<file path="src/rtl/mem_bus_responder_if.sv">
// CPU-side bus of the mem_bus_responder: the signals the top8227 bus master drives and receives.
// Handshake: ready is high for exactly one clock per bus cycle. Address, readNotWrite, dataBusOutput and dataBusEnable are sampled only at the end of that cycle's first clock. dataBusInput is valid while ready is high.
interface mem_bus_responder_if;
    logic [7:0] addressBusHigh;
    logic [7:0] addressBusLow;
    logic       readNotWrite;
    logic [7:0] dataBusOutput;
    logic       dataBusEnable;
    logic [7:0] dataBusInput;
    logic       ready;

    modport master (
        output addressBusHigh,
        output addressBusLow,
        output readNotWrite,
        output dataBusOutput,
        output dataBusEnable,
        input  dataBusInput,
        input  ready
    );

    modport slave (
        input  addressBusHigh,
        input  addressBusLow,
        input  readNotWrite,
        input  dataBusOutput,
        input  dataBusEnable,
        output dataBusInput,
        output ready
    );
endinterface

</file>
<file path="src/rtl/mem_bus_responder.sv">
// Memory-side responder for the top8227 bus: SRAM or vector ROM, stretched with ready (3 + WAIT_STATES clocks).
// Optional macro WRITE_PROTECT_EN suppresses writes at or above ROM_BASE and flags them on wp_violation.
module mem_bus_responder #(
    parameter int unsigned WAIT_STATES = 0,
    parameter logic [15:0] RST_VECTOR  = 16'hCCF0,
    parameter logic [15:0] NMI_VECTOR  = 16'hAA00,
    parameter logic [15:0] IRQ_VECTOR  = 16'hBB00,
    parameter logic [15:0] ROM_BASE    = 16'hF000
) (
    input  logic                clk,
    input  logic                nrst,
    mem_bus_responder_if.slave  bus,
    output logic [15:0]         sram_addr,
    output logic [7:0]          sram_wdata,
    output logic                sram_re,
    output logic                sram_we,
    input  logic [7:0]          sram_rdata,
`ifdef WRITE_PROTECT_EN
    output logic                wp_violation,
`endif
    output logic [1:0]          dbg_state
);

    typedef enum logic [1:0] {
        ST_ISSUE = 2'd0,
        ST_WAIT  = 2'd1,
        ST_FETCH = 2'd2,
        ST_DONE  = 2'd3
    } state_t;

    localparam int unsigned WAIT_LAST_I = (WAIT_STATES > 0) ? WAIT_STATES - 1 : 0;
    localparam logic [3:0]  WAIT_LAST   = 4'(WAIT_LAST_I);
`ifdef WRITE_PROTECT_EN
    localparam logic WP_ON = 1'b1;
`else
    localparam logic WP_ON = 1'b0;
`endif

    state_t      state_q, state_d;
    logic [3:0]  cnt_q, cnt_d;
    logic [15:0] addr_q, addr_d;
    logic        rnw_q, rnw_d;
    logic        hit_q, hit_d;
    logic [7:0]  wdata_q, wdata_d;
    logic [7:0]  dbi_q, dbi_d;
`ifdef WRITE_PROTECT_EN
    logic        wp_q, wp_d;
`endif

    logic [15:0] bus_addr;
    logic        bus_hit;
    logic        wr_req;
    logic        wr_block;

    assign bus_addr = {bus.addressBusHigh, bus.addressBusLow};
    assign bus_hit  = (bus_addr >= 16'hFFFA);
    assign wr_req   = ~bus.readNotWrite & bus.dataBusEnable & ~bus_hit;
    assign wr_block = WP_ON & (bus_addr >= ROM_BASE);

    // Only the low three address bits distinguish FFFA..FFFF.
    function automatic logic [7:0] vector_byte(input logic [2:0] sel);
        case (sel)
            3'b010:  return NMI_VECTOR[7:0];
            3'b011:  return NMI_VECTOR[15:8];
            3'b100:  return RST_VECTOR[7:0];
            3'b101:  return RST_VECTOR[15:8];
            3'b110:  return IRQ_VECTOR[7:0];
            3'b111:  return IRQ_VECTOR[15:8];
            default: return 8'h00;
        endcase
    endfunction

    always_comb begin
        state_d    = state_q;
        cnt_d      = cnt_q;
        addr_d     = addr_q;
        rnw_d      = rnw_q;
        hit_d      = hit_q;
        wdata_d    = wdata_q;
        dbi_d      = dbi_q;
`ifdef WRITE_PROTECT_EN
        wp_d       = wp_q;
`endif
        sram_addr  = addr_q;
        sram_wdata = wdata_q;
        sram_re    = 1'b0;
        sram_we    = 1'b0;

        case (state_q)
            ST_ISSUE: begin
                addr_d     = bus_addr;
                rnw_d      = bus.readNotWrite;
                hit_d      = bus_hit;
                wdata_d    = bus.dataBusOutput;
                cnt_d      = 4'd0;
                sram_addr  = bus_addr;
                sram_wdata = bus.dataBusOutput;
                sram_re    = bus.readNotWrite & ~bus_hit;
                sram_we    = wr_req & ~wr_block;
`ifdef WRITE_PROTECT_EN
                wp_d       = wr_req & wr_block;
`endif
                state_d    = (WAIT_STATES > 0) ? ST_WAIT : ST_FETCH;
            end
            ST_WAIT: begin
                if (cnt_q == WAIT_LAST) begin
                    cnt_d   = 4'd0;
                    state_d = ST_FETCH;
                end else begin
                    cnt_d   = cnt_q + 4'd1;
                end
            end
            ST_FETCH: begin
                if (rnw_q) begin
                    dbi_d = hit_q ? vector_byte(addr_q[2:0]) : sram_rdata;
                end
                state_d = ST_DONE;
            end
            default: begin
                state_d = ST_ISSUE;
            end
        endcase

        // The ISSUE strobes are combinational from the bus, so hold them quiet while reset is asserted.
        if (!nrst) begin
            sram_addr  = 16'h0000;
            sram_wdata = 8'h00;
            sram_re    = 1'b0;
            sram_we    = 1'b0;
        end
    end

    always_ff @(posedge clk or negedge nrst) begin
        if (!nrst) begin
            state_q <= ST_ISSUE;
            cnt_q   <= 4'd0;
            addr_q  <= 16'h0000;
            rnw_q   <= 1'b0;
            hit_q   <= 1'b0;
            wdata_q <= 8'h00;
            dbi_q   <= 8'h00;
`ifdef WRITE_PROTECT_EN
            wp_q    <= 1'b0;
`endif
        end else begin
            state_q <= state_d;
            cnt_q   <= cnt_d;
            addr_q  <= addr_d;
            rnw_q   <= rnw_d;
            hit_q   <= hit_d;
            wdata_q <= wdata_d;
            dbi_q   <= dbi_d;
`ifdef WRITE_PROTECT_EN
            wp_q    <= wp_d;
`endif
        end
    end

    assign bus.ready        = (state_q == ST_DONE);
    assign bus.dataBusInput = dbi_q;
    assign dbg_state        = state_q;
`ifdef WRITE_PROTECT_EN
    assign wp_violation     = wp_q & (state_q == ST_DONE);
`endif

endmodule

</file>
<file path="src/flat_wrapper.sv">
// flat-port wrapper written by rule: the top's interface ports become plain ports
module mem_bus_responder_flat 
#(
    parameter int unsigned WAIT_STATES = 0,
    parameter logic [15:0] RST_VECTOR  = 16'hCCF0,
    parameter logic [15:0] NMI_VECTOR  = 16'hAA00,
    parameter logic [15:0] IRQ_VECTOR  = 16'hBB00,
    parameter logic [15:0] ROM_BASE    = 16'hF000
)
  (clk, nrst, sram_addr, sram_wdata, sram_re, sram_we, sram_rdata, dbg_state, bus_addressBusHigh, bus_addressBusLow, bus_readNotWrite, bus_dataBusOutput, bus_dataBusEnable, bus_dataBusInput, bus_ready);
  mem_bus_responder_if bus_i ();
  input  logic clk;
  input  logic nrst;
  output logic [15:0] sram_addr;
  output logic [7:0] sram_wdata;
  output logic sram_re;
  output logic sram_we;
  input  logic [7:0] sram_rdata;
  output logic [1:0] dbg_state;
  input wire logic [$bits(bus_i.addressBusHigh)-1:0] bus_addressBusHigh;
  input wire logic [$bits(bus_i.addressBusLow)-1:0] bus_addressBusLow;
  input wire logic [$bits(bus_i.readNotWrite)-1:0] bus_readNotWrite;
  input wire logic [$bits(bus_i.dataBusOutput)-1:0] bus_dataBusOutput;
  input wire logic [$bits(bus_i.dataBusEnable)-1:0] bus_dataBusEnable;
  output wire logic [$bits(bus_i.dataBusInput)-1:0] bus_dataBusInput;
  output wire logic [$bits(bus_i.ready)-1:0] bus_ready;
  assign bus_i.addressBusHigh = bus_addressBusHigh;
  assign bus_i.addressBusLow = bus_addressBusLow;
  assign bus_i.readNotWrite = bus_readNotWrite;
  assign bus_i.dataBusOutput = bus_dataBusOutput;
  assign bus_i.dataBusEnable = bus_dataBusEnable;
  assign bus_dataBusInput = bus_i.dataBusInput;
  assign bus_ready = bus_i.ready;
  mem_bus_responder #(.WAIT_STATES(WAIT_STATES), .RST_VECTOR(RST_VECTOR), .NMI_VECTOR(NMI_VECTOR), .IRQ_VECTOR(IRQ_VECTOR), .ROM_BASE(ROM_BASE)) u_core (.clk(clk), .nrst(nrst), .bus(bus_i), .sram_addr(sram_addr), .sram_wdata(sram_wdata), .sram_re(sram_re), .sram_we(sram_we), .sram_rdata(sram_rdata), .dbg_state(dbg_state));
endmodule
</file>
<file path="config.mk">
export PLATFORM = sky130hd
export DESIGN_NAME = mem_bus_responder_flat
export DESIGN_NICKNAME = d
export VERILOG_FILES = /design/src/rtl/mem_bus_responder_if.sv /design/src/rtl/mem_bus_responder.sv /design/src/flat_wrapper.sv
export SDC_FILE = /design/constraint.sdc
export NUM_CORES = 1
export LEC_CHECK = 0
export CORE_MARGIN = 1.5
export CORE_UTILIZATION = 45
export DETAILED_ROUTE_END_ITERATION = 6
export PLACE_DENSITY = 0.77
export SYNTH_ARGS = -nofsm -noshare
export SYNTH_HDL_FRONTEND = slang
export SYNTH_SLANG_ARGS = --single-unit
</file>
<file path="constraint.sdc">
create_clock -name clk -period 2.22 [get_ports clk]
set_clock_uncertainty 0.15 [all_clocks]
set_input_delay 0.333 -clock clk [delete_from_list [all_inputs] [get_ports clk]]
set_output_delay 0.333 -clock clk [all_outputs]
set_load 0.005 [all_outputs]
</file>
-- After elaboration in Yosys (flattened, before gate mapping)
Index checks and enable logic that the tools add are counted.
- bits in registers: 40
- bits of input ports: 36
- output and inout port bits: 37
- word-level logic and storage cells: 40
- $add $sub $neg: 1
- $lt $le $gt $ge: 1
- equality and inequality tests: 8
- multiplexer cells: 14
- bitwise gates (word level): 5
- reduce and logical (&&, ||, !) cells: 4
- operator list (operator ; number):
    $mux W16 ; 2
    $pmux W8 S4 ; 1
    $mux W8 ; 3
    $ge A16 B16 Y1 const B ; 1
    $eq A3 B3 Y1 const B ; 3
    $pmux W4 S2 ; 1
    $pmux W2 S3 ; 1
    $add A4 B1 Y4 const B ; 1
    $eq A2 B2 Y1 const B ; 2
    $logic_not A4 Y1 ; 1
    $mux W1 ; 4
    $mux W4 ; 1
    $and A1 B1 Y1 ; 3
    $eq A3 B2 Y1 const B ; 1
    $eq A2 B1 Y1 const B ; 1
    $logic_not A2 Y1 ; 1
    $mux W2 ; 1
    $ne A2 B1 Y1 const B ; 1
    $not A1 Y1 ; 2
    $reduce_and A2 Y1 ; 1
    $reduce_bool A2 Y1 ; 1

-- Depth between registers and ports, before layout
Gate-level depths: netlist of the first run.
- depth in word-level cells: 5
- mapped depth: 5
- mapped depth without buffers: 5

-- Worst setup path before layout of the first run
OpenSTA, ideal clock, no wires.
- path kind: register to output
- start: register u_core.state_q[1] (netlist: u_core.dbg_state[1])
- end: output port sram_addr[10]
- data arrival time: 1.333 ns
- required time: 1.737 ns
- setup slack: 0.404 ns
- cell stages (with the launch flop): 6
- buffers on the path: 2
- cell sequence: dfrtp_1 > buf_6 > nor2_8 > buf_12 > mux2_4 > and2_1
- longest elaborated chain between the ends: 3
- RTL lines (what ; line ; text):
    start: declaration ; mem_bus_responder.sv:39 ; state_t state_q, state_d;
    start signal: assignment ; mem_bus_responder.sv:146 ; state_q <= state_d;
    $logic_not A2 Y1 ; mem_bus_responder.sv:89 ; case (state_q)
    $mux W16 ; mem_bus_responder.sv:89 ;
    $mux W16 ; mem_bus_responder.sv:125 ; if (!nrst) begin
    end: declaration ; flat_wrapper.sv:14 ; output logic [15:0] sram_addr;
Every way passes these cells.

-- Worst setup path after layout of the first run
- start: register u_core.state_q[1] (netlist: u_core.dbg_state[1])
- end: output port sram_wdata[3]
- longest elaborated chain between the ends: 3
- RTL lines (what ; line ; text):
    $logic_not A2 Y1 ; mem_bus_responder.sv:89 ;
    $mux W8 ; mem_bus_responder.sv:89 ;
    $mux W8 ; mem_bus_responder.sv:125 ;
    end: declaration ; flat_wrapper.sv:15 ; output logic [7:0] sram_wdata;
Every way passes these cells.

==> impl_metrics.tcl, run 1 <==
set metrics [dict create \
    coreArea_mm2 0.00435 \
    timing.final.max_slew_violations 0 \
    combinational_share_of_power_pct 17.9 \
    firstDrtPassIters 4 \
    switching_power_w 0.000352 \
    clock_sink_count 40 \
    syn_to_final_growth_pct 56.9 \
    max_cap_violations 0 \
    drtIter0Drc 104 \
    row_count 24 \
    floorplan.die.width_um 70.1 \
    yosys.cell_count.top_type "sky130_fd_sc_hd__dfrtp_1" \
    layout.nets 307 \
    vias_per_cell 4.96 \
    dp_hpwl_um 3170 \
    synth-edff-count 0 \
    wire_length_of_the_first_global_routing_pass_um 8570 \
    fraction_of_registers_with_async_set_or_reset_after_synthesis_pct 100 \
    clock_insertion_delay_worst_skew_ps 290 \
    timing.reg2reg.setup_slack_ps 490 \
    tritoncts.num_buffers 5 \
    clockBufferDepth 2 \
    holdCritPathClass "input pin to async pin" \
    rr_startpoint "u_core.dbg_state[0]$_DFFE_PN0P_" \
    outcome "finished clean" \
    max_freq_mhz 451 \
    timing.critical_path.from_type "flop" \
    p_leak_nw 1.47 \
    drc_errors 0 \
    synth.yosys.warnings 0 \
    synth.avg_cell_area_um2 12.1 \
    final.hold.worst_slack_ps 291 \
    global_route.usage.total_pct 22.3 \
    place_inst 296 \
    start_util_pct 46.6 \
    power.sequential.fraction_pct 50.3 \
    synthesis.nets 205 \
    ys_ff_latch 40 \
    timing.setup.critical_path_class "flop to output port" \
    timing.final.setup_violations 0 \
    n_antenna_cell 0 \
    critPathArrivalTime_ps 1730 \
    boundaryPins 73 \
    power.density_cell_area_mw_per_mm2 490 \
    finish.cell_count_without_fillers 322 \
    via_count 1596 \
    period_needed_ps 2220 \
    synth_sequential_area_ratio_pct 49.4 \
    tritoncts_clock_tree "done" \
    ys_top_cells_by_area "sky130_fd_sc_hd__dfrtp_1 49%, sky130_fd_sc_hd__mux2_4 13%, sky130_fd_sc_hd__and2_1 7.1%, sky130_fd_sc_hd__mux2_2 5.6%, sky130_fd_sc_hd__o21ai_0 2.5%" \
    grt_max_degree 23 \
    cts_root_buffer "sky130_fd_sc_hd__clkbuf_8" \
    finalWeightedCongestion 0.822 \
    count_of_buffers_from_port_buffering 72 \
    globalRouteOverflowTotal 0 \
    number_of_global_route_vias_before_repair 1693 \
    critical-path-slowest-cell "sky130_fd_sc_hd__dfrtp_2" \
    cell_internal_pwr_w 0.00121 \
    report.final.hold_viol_count 0 \
    yosysUniqueCellTypes 41 \
    antenna_found_initial 0 \
    synth_area_mm2 0.00203 \
    rsz_0062_raised_after_global_routing "yes" \
    slowest_delay_ps 440 \
    worst_ir_drop_vdd_mv 0.419 \
    synthFlopType "sky130_fd_sc_hd__dfrtp_1" \
    synth_area_leader_cell "sky130_fd_sc_hd__dfrtp_1" \
    crit_path_max_fanout 8 \
    final_min_period_over_clock_period_pct 99.9 \
    wl_per_cell_um 15.5 \
    ant_nets 0 \
    critical_path.endpoint_type "output port" \
    crit_chain "nor2_8 > buf_6 > buf_6 > mux2_4 > and2_4 > buf_6" \
    worst_setup_hold_path_clk_slew_ps 70 \
    cts.htree.levels 2 \
    switching_share_pct 22.6 \
    design.die.area_mm2 0.00492 \
    die_h_um 70.1 \
    synth_common_cells "40 x sky130_fd_sc_hd__dfrtp_1, 23 x sky130_fd_sc_hd__and2_1, 17 x sky130_fd_sc_hd__mux2_4" \
    synth_top_area_share_pct 49.4 \
    synthesis.instances 167 \
    worst_pin_slew_ps 510 \
    critical-path-top-cell-by-count "sky130_fd_sc_hd__buf_6" \
    critical_path_required_ps 1740 \
    drive_gt1_share_pct 42.6 \
    drt_wl_total_um 4980 \
    rr_worst_depth 4 \
    rr_endpoint "u_core.bus.dataBusInput[7]$_DFFE_PN0P_" \
    maxSlewHeadroom_pct 65.9 \
    clock_network_fraction_of_design_power_pct 31.8 \
]
-- timing repair --
| action | 4_1_cts | 5_1_grt |
|---|---|---|
| pin swaps | 11 | 6 |
| hold buffers | 1 | 0 |
| endpoints found under the setup margin | 26 | 26 |
| setup buffers | 18 | 1 |
| hold endpoints to repair | 21 | 0 |
| gates cloned | 2 | 0 |
| resized for setup | 137 | 20 |
-- metrics by stage --
step	utilization [%]	power [W]	setup TNS, ps	setup WS [ps]	cell area, um2
after detailed placement	66.0	0.00106	-533	-279	2880
after floorplan	-	0.000875	0	404	2030
after CTS	73.1	0.00156	-704	-90.0	3180
after global routing	73.1	0.00163	-731	-76.1	3180
final	73.1	0.00156	0	2.21	3180
after global placement	66.0	0.00105	-401	-215	2880
-- layout by cell type (no fill, tap or decap), drive strengths merged, types with 2 or more instances in the layout --
cell and count:
buf 57, clkdlybuf4s50 45, dfrtp 40, mux2 27
and2 25, o21ai 10, nand2 9, clkbuf 9
inv 5, nor2 5, nand2b 4, nand4 3
a21oi 3, nand3 2, nor2b 2, a2bb2oi 2
ha 2, a22o 2
-- state kept, by name, summed over array words and instances, names as in the netlist --
name and cells:
u_core.wdata_q 8, u_core.hit_q 1, u_core.dbg_state 2, u_core.rnw_q 1
u_core.bus.dataBusInput 8, u_core.cnt_q 4, u_core.addr_q 16
-- final cells by class --
cell class / count / area, um2
inverter: 5 / 18.8
clock buffer: 8 / 90.1
tap: 52 / 65.1
sequential: 40 / 1000
timing repair buffer: 105 / 1010
fill: 299 / 1170
multi-input combinational: 112 / 995
-- cells by family after synthesis --
kind of cell,count (synthesis),synth area share [%]
simple gates,56,17.1
fa+ha+maj,2,1.23
mux,28,18.6
flops,40,49.4
buf+inv,15,5.06
compound gates,25,8.21
xor+xnor,1,0.432
-- power groups by stage --
stage	Sequential [W]	Clock (W)	Combinational [W]
2_1_floorplan	0.000792	0	0.0000835
3_3_place_gp	0.000795	0	0.000259
3_5_place_dp	0.000797	0	0.000263
4_1_cts	0.000783	0.000508	0.000266
5_1_grt	0.000788	0.000543	0.000302
6_report	0.000783	0.000495	0.000279
-- worst max-delay path by stage --
stage / start / endpoint
after floorplan: u_core.dbg_state[1]$_DFFE_PN0P_ / sram_addr[10]
after global placement: bus_addressBusLow[2] / sram_we
after detailed placement: bus_addressBusLow[2] / sram_we
after CTS: u_core.dbg_state[0]$_DFFE_PN0P_ / sram_addr[5]
after global routing: u_core.dbg_state[1]$_DFFE_PN0P_ / sram_re
final: u_core.dbg_state[1]$_DFFE_PN0P_ / sram_wdata[3]
-- critical path, delay by kind of cell (launching register included) --
kind                   cells  cell delay, ps
muxes                      1             290
DFF                        1             440
buffers and inverters      3             390
and+or+nand+nor            2             320
-- routing by layer --
metal,up-vias,wire (um),GRT usage [%]
met4,0,52,6.20
met5,-,0,0
met2,55,2400,36.2
li1,777,-,-
met1,757,2250,29.7
met3,7,270,5.92
(Power assumes the default switching activity.)
==> run 2: changes to the inputs <==
--- a/config.mk
+++ b/config.mk
@@ -6,9 +6,10 @@
 export NUM_CORES = 1
 export LEC_CHECK = 0
 export CORE_MARGIN = 1.5
-export CORE_UTILIZATION = 45
+export CORE_UTILIZATION = 62
 export DETAILED_ROUTE_END_ITERATION = 6
-export PLACE_DENSITY = 0.77
+export DONT_BUFFER_PORTS = 1
+export PLACE_DENSITY = 0.75
 export SYNTH_ARGS = -nofsm -noshare
 export SYNTH_HDL_FRONTEND = slang
 export SYNTH_SLANG_ARGS = --single-unit
==> run 2 against run 1 <==
- power down 15%
- cell count down 25%
- combinational power down 49%
- via count down 15%
- global-route usage up 0.41 points
- worst setup slack better by 68 ps
- largest power group unchanged
==> impl_metrics.tcl, run 2 (synthesized netlist as in run 1, its figures left out) <==
set metrics [dict create \
    most-common-layout-cells "38 x sky130_fd_sc_hd__dfrtp_1, 26 x sky130_fd_sc_hd__dlygate4sd3_1, 23 x sky130_fd_sc_hd__and2_1" \
    worstHoldStart "sram_rdata[2]" \
    place_inst 204 \
    switching_share_pct 22.3 \
    worst_setup_hold_path_clk_slew_ps 110 \
    syn_to_final_growth_pct 19.2 \
    clock_sink_count 40 \
    worst_setup_path_startpoint "u_core.dbg_state[0]$_DFFE_PN0P_" \
    timing.hold.worst_path_depth 2 \
    final_min_period_over_clock_period_pct 96.8 \
    n_antenna_cell 0 \
    rr_startpoint "u_core.dbg_state[1]$_DFFE_PN0P_" \
    critical_path.endpoint_type "output port" \
    dp_hpwl_um 2420 \
    finalCoreUtilization_pct 78.6 \
    switching_power_w 0.000295 \
    power.density_cell_area_mw_per_mm2 548 \
    timing.critical_path.from_type "flop" \
    holdCritPathClass "input pin to flop" \
    power.sequential.fraction_pct 59.3 \
    worst_ir_drop_vdd_mv 0.429 \
    finish.cell_count_without_fillers 240 \
    drc_errors 0 \
    via_count 1360 \
    row_count 20 \
    rsz_0062_raised_after_global_routing "yes" \
    firstDrtPassIters 4 \
    max_freq_mhz 465 \
    combinational_share_of_power_pct 10.7 \
    die_h_um 60.2 \
    design.die.area_mm2 0.00362 \
    report.final.hold_viol_count 0 \
    biggest_register "u_core.addr_q" \
    clockBufferDepth 2 \
    drive_gt1_share_pct 24.5 \
    min_delay_worst_endpoint "u_core.bus.dataBusInput[2]$_DFFE_PN0P_" \
    crit_path_max_fanout 11 \
    critPathArrivalTime_ps 1670 \
    timing.reg2reg.setup_slack_ps 520 \
    vias_per_cell 5.67 \
    rr_worst_depth 4 \
    tritoncts_clock_tree "done" \
    timing.final.max_slew_violations 0 \
    timing.final.setup_violations 0 \
    global_route.usage.total_pct 22.7 \
    wl_per_cell_um 16.1 \
    outcome "finished clean" \
    clock_insertion_delay_worst_skew_ps 340 \
    drt_wl_total_um 3870 \
    floorplan.die.width_um 60.2 \
    coreArea_mm2 0.00308 \
    ant_nets 0 \
    clock_network_fraction_of_design_power_pct 30.0 \
    cts_root_buffer "sky130_fd_sc_hd__clkbuf_4" \
    number_of_global_route_vias_before_repair 1302 \
    tritoncts.num_buffers 5 \
    cts.htree.levels 2 \
    largest_reg_flops 16 \
    maxSlewHeadroom_pct 53.5 \
    period_needed_ps 2150 \
    layout_commonest_cell "sky130_fd_sc_hd__dfrtp_1" \
    boundaryPins 73 \
    globalRouteOverflowTotal 0 \
    antenna_found_initial 0 \
    worst_pin_slew_ps 690 \
    rr_endpoint "u_core.bus.dataBusInput[7]$_DFFE_PN0P_" \
    drtIter0Drc 97 \
    max_cap_violations 0 \
    start_util_pct 65.9 \
    finalWeightedCongestion 0.768 \
    cell_internal_pwr_w 0.00103 \
    critical_path_required_ps 1740 \
    layout.nets 234 \
    grt_max_degree 41 \
    wire_length_of_the_first_global_routing_pass_um 5890 \
    p_leak_nw 1.05 \
    count_of_buffers_from_port_buffering 0 \
    timing.setup.critical_path_class "flop to output port" \
]
## run 2: layout make-up
type / instances / area (um2)
timing repair buffer: 32 / 352
multi-input combinational: 112 / 925
clock buffer: 7 / 65.1
fill: 194 / 659
inverter: 5 / 18.8
sequential: 40 / 1000
tap: 44 / 55.1
## run 2: worst max path at each step
stage	cells after the start	slack (ps)	end
after global routing	4	-0.2	sram_addr[1]
after global placement	4	280	sram_addr[2]
final	4	70	sram_addr[2]
after floorplan	5	400	sram_addr[10]
after CTS	4	20	sram_addr[2]
after detailed placement	4	240	sram_addr[2]
## run 2: timing repair
action,in CTS,in global routing
pin swaps,1,1
buffers inserted,2,0
endpoints found under the hold margin,65,0
endpoints found under the setup margin,19,7
gates cloned,0,0
hold buffers,27,0
resized for setup,1,1
## run 2: per-layer routing
metal  track usage (%)  part of all wire, %
met5                 0                    0
met4              7.62                  1.2
met3              8.01                  7.9
met2              38.5                   50
met1              26.6                   41
## run 2: through the flow
step | setup WS (ps) | setup TNS [ps] | power, W | hold WS, ps | cell area, um2
after global placement | 281 | 0 | 0.000883 | -112 | 2050
after CTS | 16.8 | 0 | 0.00134 | 21.7 | 2420
after global routing | -0.164 | -0.164 | 0.00139 | 23.6 | 2420
final | 70.5 | 0 | 0.00132 | 29.5 | 2420
after floorplan | 404 | 0 | 0.000875 | -113 | 2030
after detailed placement | 237 | 0 | 0.000887 | -112 | 2050
## run 2: power groups by stage
stage / Clock (W) / Sequential (W) / Combinational [W]
after floorplan: 0 / 0.000792 / 0.0000835
after global placement: 0 / 0.000799 / 0.0000842
after detailed placement: 0 / 0.000800 / 0.0000864
after CTS: 0.000413 / 0.000786 / 0.000142
after global routing: 0.000448 / 0.000790 / 0.000156
final: 0.000398 / 0.000786 / 0.000142
## run 2: critical path: stages, from the launching register on
cell and delay, ps:
sky130_fd_sc_hd__dfrtp_2 480, sky130_fd_sc_hd__nor2_8 160, sky130_fd_sc_hd__buf_12 160, sky130_fd_sc_hd__mux2_2 350, sky130_fd_sc_hd__and2_1 170
==> run 3: changes to the inputs <==
--- a/config.mk
+++ b/config.mk
@@ -10,6 +10,7 @@
 export DETAILED_ROUTE_END_ITERATION = 6
 export DONT_BUFFER_PORTS = 1
 export PLACE_DENSITY = 0.75
+export SLEW_MARGIN = 20
 export SYNTH_ARGS = -nofsm -noshare
 export SYNTH_HDL_FRONTEND = slang
 export SYNTH_SLANG_ARGS = --single-unit
==> results of run 3 <==
Same layout as run 2: the final DEF is identical, and so are final timing and power.
